===== src/rtl/fft_cfg_pkg.sv =====
// Shared definitions for the FFT point-size reconfiguration sequencer:
// sequencer state encoding, point-size select codes and the select-to-points map.
package fft_cfg_pkg;

    typedef enum logic [2:0] {
        ST_RUN    = 3'd0,
        ST_DRAIN  = 3'd1,
        ST_FLUSH  = 3'd2,
        ST_CONFIG = 3'd3,
        ST_CLEAR  = 3'd4,
        ST_RESUME = 3'd5
    } recfg_state_t;

    localparam logic [1:0] SEL_128     = 2'b00;
    localparam logic [1:0] SEL_256     = 2'b01;
    localparam logic [1:0] SEL_512     = 2'b10;
    localparam logic [1:0] SEL_INVALID = 2'b11;

    localparam int CFG_W  = 24;
    localparam int RAM_AW = 8;
    localparam int RAM_DW = 16;
    localparam int FS_W   = 10;

    // Point count for a select code; the invalid code never reaches here in
    // practice and maps to the largest size.
    function automatic logic [FS_W-1:0] sel_to_points(input logic [1:0] sel);
        case (sel)
            SEL_128: return FS_W'(128);
            SEL_256: return FS_W'(256);
            SEL_512: return FS_W'(512);
            default: return FS_W'(512);
        endcase
    endfunction

endpackage


===== src/rtl/recfg_ram_clear.sv =====
// Magnitude-RAM port A owner: clear-address counter plus write mux.
// While clear_en is high the port writes zero to consecutive addresses and
// FFT-side writes are dropped; otherwise the FFT request is passed through
// with one register stage.
module recfg_ram_clear
    import fft_cfg_pkg::*;
#(
    parameter int RAM_DEPTH = 256
) (
    input  logic              clk,
    input  logic              reset,
    input  logic              clear_en,
    output logic              clear_last,
    input  logic              fft_we_in,
    input  logic [RAM_AW-1:0] fft_addr_in,
    input  logic [RAM_DW-1:0] fft_data_in,
    output logic              ram_we,
    output logic [RAM_AW-1:0] ram_addr,
    output logic [RAM_DW-1:0] ram_data
);

    localparam int CW = (RAM_DEPTH > 1) ? $clog2(RAM_DEPTH) : 1;

    logic [CW-1:0] clr_addr;

    assign clear_last = clear_en && (clr_addr == CW'(RAM_DEPTH - 1));

    // Clear address walks 0..RAM_DEPTH-1 while clearing, parks at 0 otherwise
    always_ff @(posedge clk or posedge reset) begin
        if (reset) begin
            clr_addr <= '0;
        end else if (clear_en) begin
            clr_addr <= clr_addr + CW'(1);
        end else begin
            clr_addr <= '0;
        end
    end

    // Registered write port: clear writes take priority over the FFT stream
    always_ff @(posedge clk or posedge reset) begin
        if (reset) begin
            ram_we   <= 1'b0;
            ram_addr <= '0;
            ram_data <= '0;
        end else if (clear_en) begin
            ram_we   <= 1'b1;
            ram_addr <= RAM_AW'(clr_addr);
            ram_data <= '0;
        end else begin
            ram_we   <= fft_we_in;
            ram_addr <= fft_addr_in;
            ram_data <= fft_data_in;
        end
    end

endmodule


===== src/rtl/fft_reconfig_sequencer.sv =====
// FFT point-size reconfiguration sequencer.
// Drains the in-flight frame, flushes the input buffer, resets the FFT core,
// sends the core config word over AXI-Stream, optionally zero-clears the
// magnitude RAM and then re-enables sample intake.
// Optional feature macro: RECFG_CLEAR_RAM_EN enables the RAM clear pass.
// All outputs are registered; the Moore outputs are decoded from next_state.
module fft_reconfig_sequencer
    import fft_cfg_pkg::*;
#(
    parameter logic [1:0] RESET_SEL     = 2'b10,
    parameter int         DRAIN_TIMEOUT = 1048576,
    parameter int         RST_CYCLES    = 16,
    parameter int         RAM_DEPTH     = 256
) (
    input  logic              clk,
    input  logic              reset,
    input  logic [1:0]        req_fft_sel,
    input  logic [CFG_W-1:0]  req_cfg_tdata,
    input  logic              frame_last,
    output logic              cfg_tvalid,
    output logic [CFG_W-1:0]  cfg_tdata,
    input  logic              cfg_tready,
    output logic              fft_reset,
    output logic              buf_enable,
    output logic              buf_flush,
    output logic [FS_W-1:0]   frame_size,
    input  logic              fft_we_in,
    input  logic [RAM_AW-1:0] fft_addr_in,
    input  logic [RAM_DW-1:0] fft_data_in,
    output logic              ram_we,
    output logic [RAM_AW-1:0] ram_addr,
    output logic [RAM_DW-1:0] ram_data,
    output logic              busy,
    output logic              reconfig_done
);

    localparam int CNT_MAX = (DRAIN_TIMEOUT > RST_CYCLES) ? DRAIN_TIMEOUT : RST_CYCLES;
    localparam int CNT_W   = $clog2(CNT_MAX) + 1;

    recfg_state_t     state, next_state;
    logic [CNT_W-1:0] cnt;
    logic [1:0]       req_sel_r;
    logic [CFG_W-1:0] req_data_r;
    logic [1:0]       act_sel;
    logic             pending;
    logic             clear_en;
    logic             clear_last;

    logic             busy_d, buf_enable_d, buf_flush_d, fft_reset_d;
    logic             cfg_tvalid_d, reconfig_done_d, latch_req;

    // A request is pending once a valid registered select differs from the
    // applied one; latching it on FLUSH entry makes the two equal again.
    assign pending = (req_sel_r != SEL_INVALID) && (req_sel_r != act_sel);

`ifdef RECFG_CLEAR_RAM_EN
    assign clear_en = (state == ST_CLEAR);
`else
    assign clear_en = 1'b0;
`endif

    // Request capture: select and config word sampled every cycle
    always_ff @(posedge clk or posedge reset) begin
        if (reset) begin
            req_sel_r  <= RESET_SEL;
            req_data_r <= '0;
        end else begin
            req_sel_r  <= req_fft_sel;
            req_data_r <= req_cfg_tdata;
        end
    end

    // State register and per-state cycle counter (restarts on every transition)
    always_ff @(posedge clk or posedge reset) begin
        if (reset) begin
            state <= ST_FLUSH;
            cnt   <= '0;
        end else begin
            state <= next_state;
            if (next_state != state) begin
                cnt <= '0;
            end else if (state == ST_DRAIN || state == ST_FLUSH) begin
                cnt <= cnt + CNT_W'(1);
            end
        end
    end

    // Next-state logic; frame_last wins naturally when it coincides with timeout
    always_comb begin
        next_state = state;
        case (state)
            ST_RUN: begin
                if (pending) next_state = ST_DRAIN;
            end
            ST_DRAIN: begin
                if (frame_last || (cnt == CNT_W'(DRAIN_TIMEOUT - 1))) next_state = ST_FLUSH;
            end
            ST_FLUSH: begin
                if (cnt == CNT_W'(RST_CYCLES - 1)) next_state = ST_CONFIG;
            end
            ST_CONFIG: begin
`ifdef RECFG_CLEAR_RAM_EN
                if (cfg_tvalid && cfg_tready) next_state = ST_CLEAR;
`else
                if (cfg_tvalid && cfg_tready) next_state = ST_RESUME;
`endif
            end
            ST_CLEAR: begin
                if (clear_last) next_state = ST_RESUME;
            end
            ST_RESUME: begin
                next_state = pending ? ST_DRAIN : ST_RUN;
            end
            default: next_state = ST_FLUSH;
        endcase
    end

    // Output decode from the upcoming state so the registered outputs line up with it
    always_comb begin
        busy_d          = (next_state != ST_RUN);
        buf_enable_d    = (next_state == ST_RUN);
        fft_reset_d     = (next_state == ST_FLUSH);
        buf_flush_d     = (next_state == ST_FLUSH) && (state != ST_FLUSH);
        cfg_tvalid_d    = (next_state == ST_CONFIG);
        reconfig_done_d = (state == ST_RESUME) && (next_state == ST_RUN);
        latch_req       = (state == ST_DRAIN) && (next_state == ST_FLUSH);
    end

    // Output registers
    always_ff @(posedge clk or posedge reset) begin
        if (reset) begin
            busy          <= 1'b1;
            buf_enable    <= 1'b0;
            fft_reset     <= 1'b1;
            buf_flush     <= 1'b0;
            cfg_tvalid    <= 1'b0;
            reconfig_done <= 1'b0;
        end else begin
            busy          <= busy_d;
            buf_enable    <= buf_enable_d;
            fft_reset     <= fft_reset_d;
            buf_flush     <= buf_flush_d;
            cfg_tvalid    <= cfg_tvalid_d;
            reconfig_done <= reconfig_done_d;
        end
    end

    // Applied configuration: only changes on FLUSH entry, so cfg_tdata is
    // frozen for the whole CONFIG handshake.
    always_ff @(posedge clk or posedge reset) begin
        if (reset) begin
            act_sel    <= RESET_SEL;
            cfg_tdata  <= '0;
            frame_size <= sel_to_points(RESET_SEL);
        end else if (latch_req && (req_sel_r != SEL_INVALID)) begin
            act_sel    <= req_sel_r;
            cfg_tdata  <= req_data_r;
            frame_size <= sel_to_points(req_sel_r);
        end
    end

    recfg_ram_clear #(
        .RAM_DEPTH (RAM_DEPTH)
    ) u_ram_clear (
        .clk         (clk),
        .reset       (reset),
        .clear_en    (clear_en),
        .clear_last  (clear_last),
        .fft_we_in   (fft_we_in),
        .fft_addr_in (fft_addr_in),
        .fft_data_in (fft_data_in),
        .ram_we      (ram_we),
        .ram_addr    (ram_addr),
        .ram_data    (ram_data)
    );

endmodule


===== config.mk =====
export PLATFORM = sky130hd
export DESIGN_NAME = fft_reconfig_sequencer
export DESIGN_NICKNAME = d
export VERILOG_FILES = /design/src/rtl/fft_cfg_pkg.sv /design/src/rtl/recfg_ram_clear.sv /design/src/rtl/fft_reconfig_sequencer.sv
export SDC_FILE = /design/constraint.sdc
export NUM_CORES = 1
export LEC_CHECK = 0
export ABC_CLOCK_PERIOD_IN_PS = 11150
export BUFFER_PORTS_ARGS = -buffer_cell sky130_fd_sc_hd__buf_2
export CAP_MARGIN = 10
export CORE_UTILIZATION = 57
export CTS_BUF_LIST = sky130_fd_sc_hd__clkbuf_2 sky130_fd_sc_hd__clkbuf_4 sky130_fd_sc_hd__clkbuf_8
export CTS_CLUSTER_SIZE = 25
export DETAILED_ROUTE_END_ITERATION = 10
export HOLD_SLACK_MARGIN = 0.1
export PLACE_DENSITY = 0.87
export REMOVE_ABC_BUFFERS = 1
export SETUP_SLACK_MARGIN = 0.02
export SLEW_MARGIN = 20
export SYNTH_ARGS = -nofsm -noshare
export SYNTH_HDL_FRONTEND = slang
export SYNTH_SLANG_ARGS = --single-unit

===== constraint.sdc =====
create_clock -name clk -period 11.15 [get_ports clk]
set_input_delay 2.23 -clock clk [delete_from_list [all_inputs] [get_ports clk]]
set_output_delay 2.23 -clock clk [all_outputs]
set_load 0.01 [all_outputs]

==> flow_summary.json <==
{
  "wl_per_cell_um": 15.4,
  "grt_pass1_vias": 2533,
  "design.core.area_mm2": 0.00691,
  "cts_made_buffers": 9,
  "fill_cells": 493,
  "netlist_top_cells_area": "dfrtp_1, mux2_4, xor2_1",
  "die_w_um": 87.4,
  "cts_tree": "yes",
  "gr-usage-met2": 0.361,
  "nets": 461,
  "place_hpwl_um": 5580,
  "drc": 0,
  "clk_path_buf_depth": 2,
  "status": "finished, final reports clean",
  "power.switching_mw": 0.357,
  "tightest_slew_ns": 1.05,
  "p_per_area_mw_per_mm2": 219,
  "p_clk_frac": 0.212,
  "numPortBuffers": 112,
  "initial_utilization": 0.602,
  "die_area_mm2": 0.00764,
  "period_needed_ns": 3.67,
  "swShare": 0.330,
  "cts_root_buf": "clkbuf_8",
  "htreeDepth": 3,
  "finalHoldViolCount": 0,
  "synth.cell_area_mm2": 0.00416,
  "tns_ns": 0,
  "use_met3": 0.0616,
  "area_delta_synth_final_pct": 18.8,
  "startpoint_type": "input port",
  "gp_congestion": 0.876,
  "rsz0062_at_grt": "no",
  "endpoint_kind": "register",
  "yosys.area.top_type_share": 0.626,
  "min_period_over_period": 0.329,
  "cp_data_arrival_time_ns": 3.92,
  "ctsHoldBuffers": 0,
  "antenna_cells": 0,
  "fp-row-count": 30,
  "slew_headroom": 0.300,
  "clock_latency_ns": 0.37,
  "min-delay-path-class": "reg -> reg",
  "cts.clk_slew.worst_paths_ns": 0.11,
  "fmax_mhz": 273,
  "synth_top_area_cell": "dfrtp_1",
  "ioPinCount": 120,
  "overflow": 0,
  "met1_usage": 0.265,
  "yosysUniqueCellTypes": 45,
  "skew_ns": 0.0103,
  "drt_iter0_drc": 123,
  "whs_path_depth": 2,
  "reg2reg_depth": 6,
  "crit_type": "in -> reg",
  "p_int_mw": 0.725,
  "ys_seq_area_frac": 0.664,
  "power.total_mw": 1.08,
  "vias_per_cell": 5.13,
  "seq_power_share": 0.498,
  "p_leak_nw": 2.38,
  "synth_seq_cells": 110,
  "die_h_um": 87.4,
  "grt_usage": 0.213,
  "finalSetupViolations": 0,
  "grt_pass1_wl_um": 12200,
  "drt_pass1_iterations": 4,
  "ys_warn_count": 0,
  "irDropWorstVdd_mv": 0.0854,
  "postCtsSetupRepairBufs": 0,
  "grt_max_degree": 59,
  "vias": 2597,
  "syn_area_per_cell_um2": 14.3,
  "worst-path-max-fanout": 25,
  "combPwrFrac": 0.290,
  "hold_ws_ns": 0.478,
  "drtAntennaViolNets": 0,
  "drive_gt1_frac": 0.420,
  "drv_cap": 0,
  "grt_busiest_layer": "met2",
  "antenna_found_initial": 0,
  "cts_resized": 0,
  "wl_um": 7780,
  "clock-sinks": 110,
  "multi_input_area_mm2": 0.00127,
  "slew_viol_final": 0,
  "cp.required_ns": 11.41,
  "synth_cells": 291,
  "register_area_mm2": 0.00276
}
[layer usage]
layer	vias up	part of all wire
li1	1217	-
met1	1272	0.40
met2	92	0.52
met3	16	0.064
met4	0	0.015
met5	-	0
[cells in the mapped netlist (all sizes together)]
cell    number
and2         1
clkbuf       5
nand3        8
o21a         2
o22ai        2
nand4b       1
o311ai       1
buf         11
o311a        1
dfrtp      104
nand4        9
o21ai        3
nor4b        1
nand2       19
nor4         9
a21oi       29
mux2i        1
nor3         2
dfstp        6
nor2         8
mux2        24
inv          7
ha           1
xor2        19
or4          1
nand3b       3
xnor2        3
nor3b        1
or2          1
nand2b       2
and4         3
nor2b        1
and3         1
conb         1
[cell usage in the layout (no fill, tap or decap), drive strengths merged, types with 8 or more instances in the layout]
master / netlist / routed
clkbuf: 5 / 10
nor2: 8 / 8
nor4: 9 / 9
mux2: 24 / 24
nand4: 9 / 9
nand2: 19 / 19
xor2: 19 / 19
buf: 11 / 113
nand3: 8 / 8
a21oi: 29 / 29
dfrtp: 104 / 104
inv: 7 / 11
[power by group through the flow]
stage / Clock [mW] / Combinational, mW / Sequential, mW
after floorplan: 0 / 0.175 / 0.567
after global placement: 0 / 0.299 / 0.541
after detailed placement: 0 / 0.316 / 0.548
after CTS: 0.236 / 0.316 / 0.540
after global routing: 0.252 / 0.342 / 0.549
final: 0.229 / 0.314 / 0.539
[registers in the layout, indices dropped and copies added (netlist names)]
register	cells
cfg_tdata	24
req_data_r	24
cnt	21
u_ram_clear.ram_data	16
u_ram_clear.ram_addr	8
frame_size	3
state	3
act_sel	2
req_sel_r	2
buf_enable	1
buf_flush	1
busy	1
cfg_tvalid	1
fft_reset	1
reconfig_done	1
u_ram_clear.ram_we	1
[metrics by stage]
| stage | std cells | util | setup slack (ns) | cell area [um^2] |
|---|---|---|---|---|
| final | 506 | 0.715 | 7.48 | 4940 |
| after global routing | 506 | 0.715 | 7.40 | 4940 |
| after CTS | 506 | 0.715 | 7.50 | 4940 |
| after detailed placement | 490 | 0.687 | 7.08 | 4750 |
| after global placement | 490 | 0.687 | 7.15 | 4750 |
| after floorplan | 281 | - | 6.03 | 4060 |
[worst max-delay path: stages]
cell	delay, ns
buf_2	0.09
nor3b_1	0.23
a21oi_2	0.12
a21oi_4	0.81
mux2_2	0.43
[kinds of logic (layout without fill, tap and decap cells)]
group / after synthesis / after routing / synth area share
flip-flops: 110 / 110 / 0.664
buffers and inverters: 23 / 136 / 0.0361
XOR/XNOR: 22 / 22 / 0.0464
AND/OR/NAND/NOR: 71 / 71 / 0.112
multiplexers: 25 / 25 / 0.0846
other: 1 / 7 / 0.000902
AO/OA/AOI/OAI: 38 / 38 / 0.0533
adder cells (fa/ha/maj): 1 / 1 / 0.00301
[final timing paths]
| check | end | startpoint | slack, ns |
|---|---|---|---|
| worst max register to register | cfg_tdata[18] | cnt[0] | 8.41 |
| worst max-delay path | cfg_tdata[18] | frame_last | 7.48 |
| worst min register to register | frame_size[9] | frame_size[9] | 0.48 |
| worst min-delay path | frame_size[9] | frame_size[9] | 0.48 |
| min in group asynchronous | u_ram_clear.ram_data[1] | reset | 1.93 |
| max in group asynchronous | u_ram_clear.ram_addr[1] | reset | 8.08 |
[final cells by class]
type | count | area share
flip-flops and latches | 110 | 0.559
multi-input cells | 164 | 0.257
repair buffers | 113 | 0.115
clock buffers | 10 | 0.0279
well taps | 96 | 0.0243
clock inverters | 6 | 0.0106
inverters | 7 | 0.00583
Power figures use the tool's default switching activity.
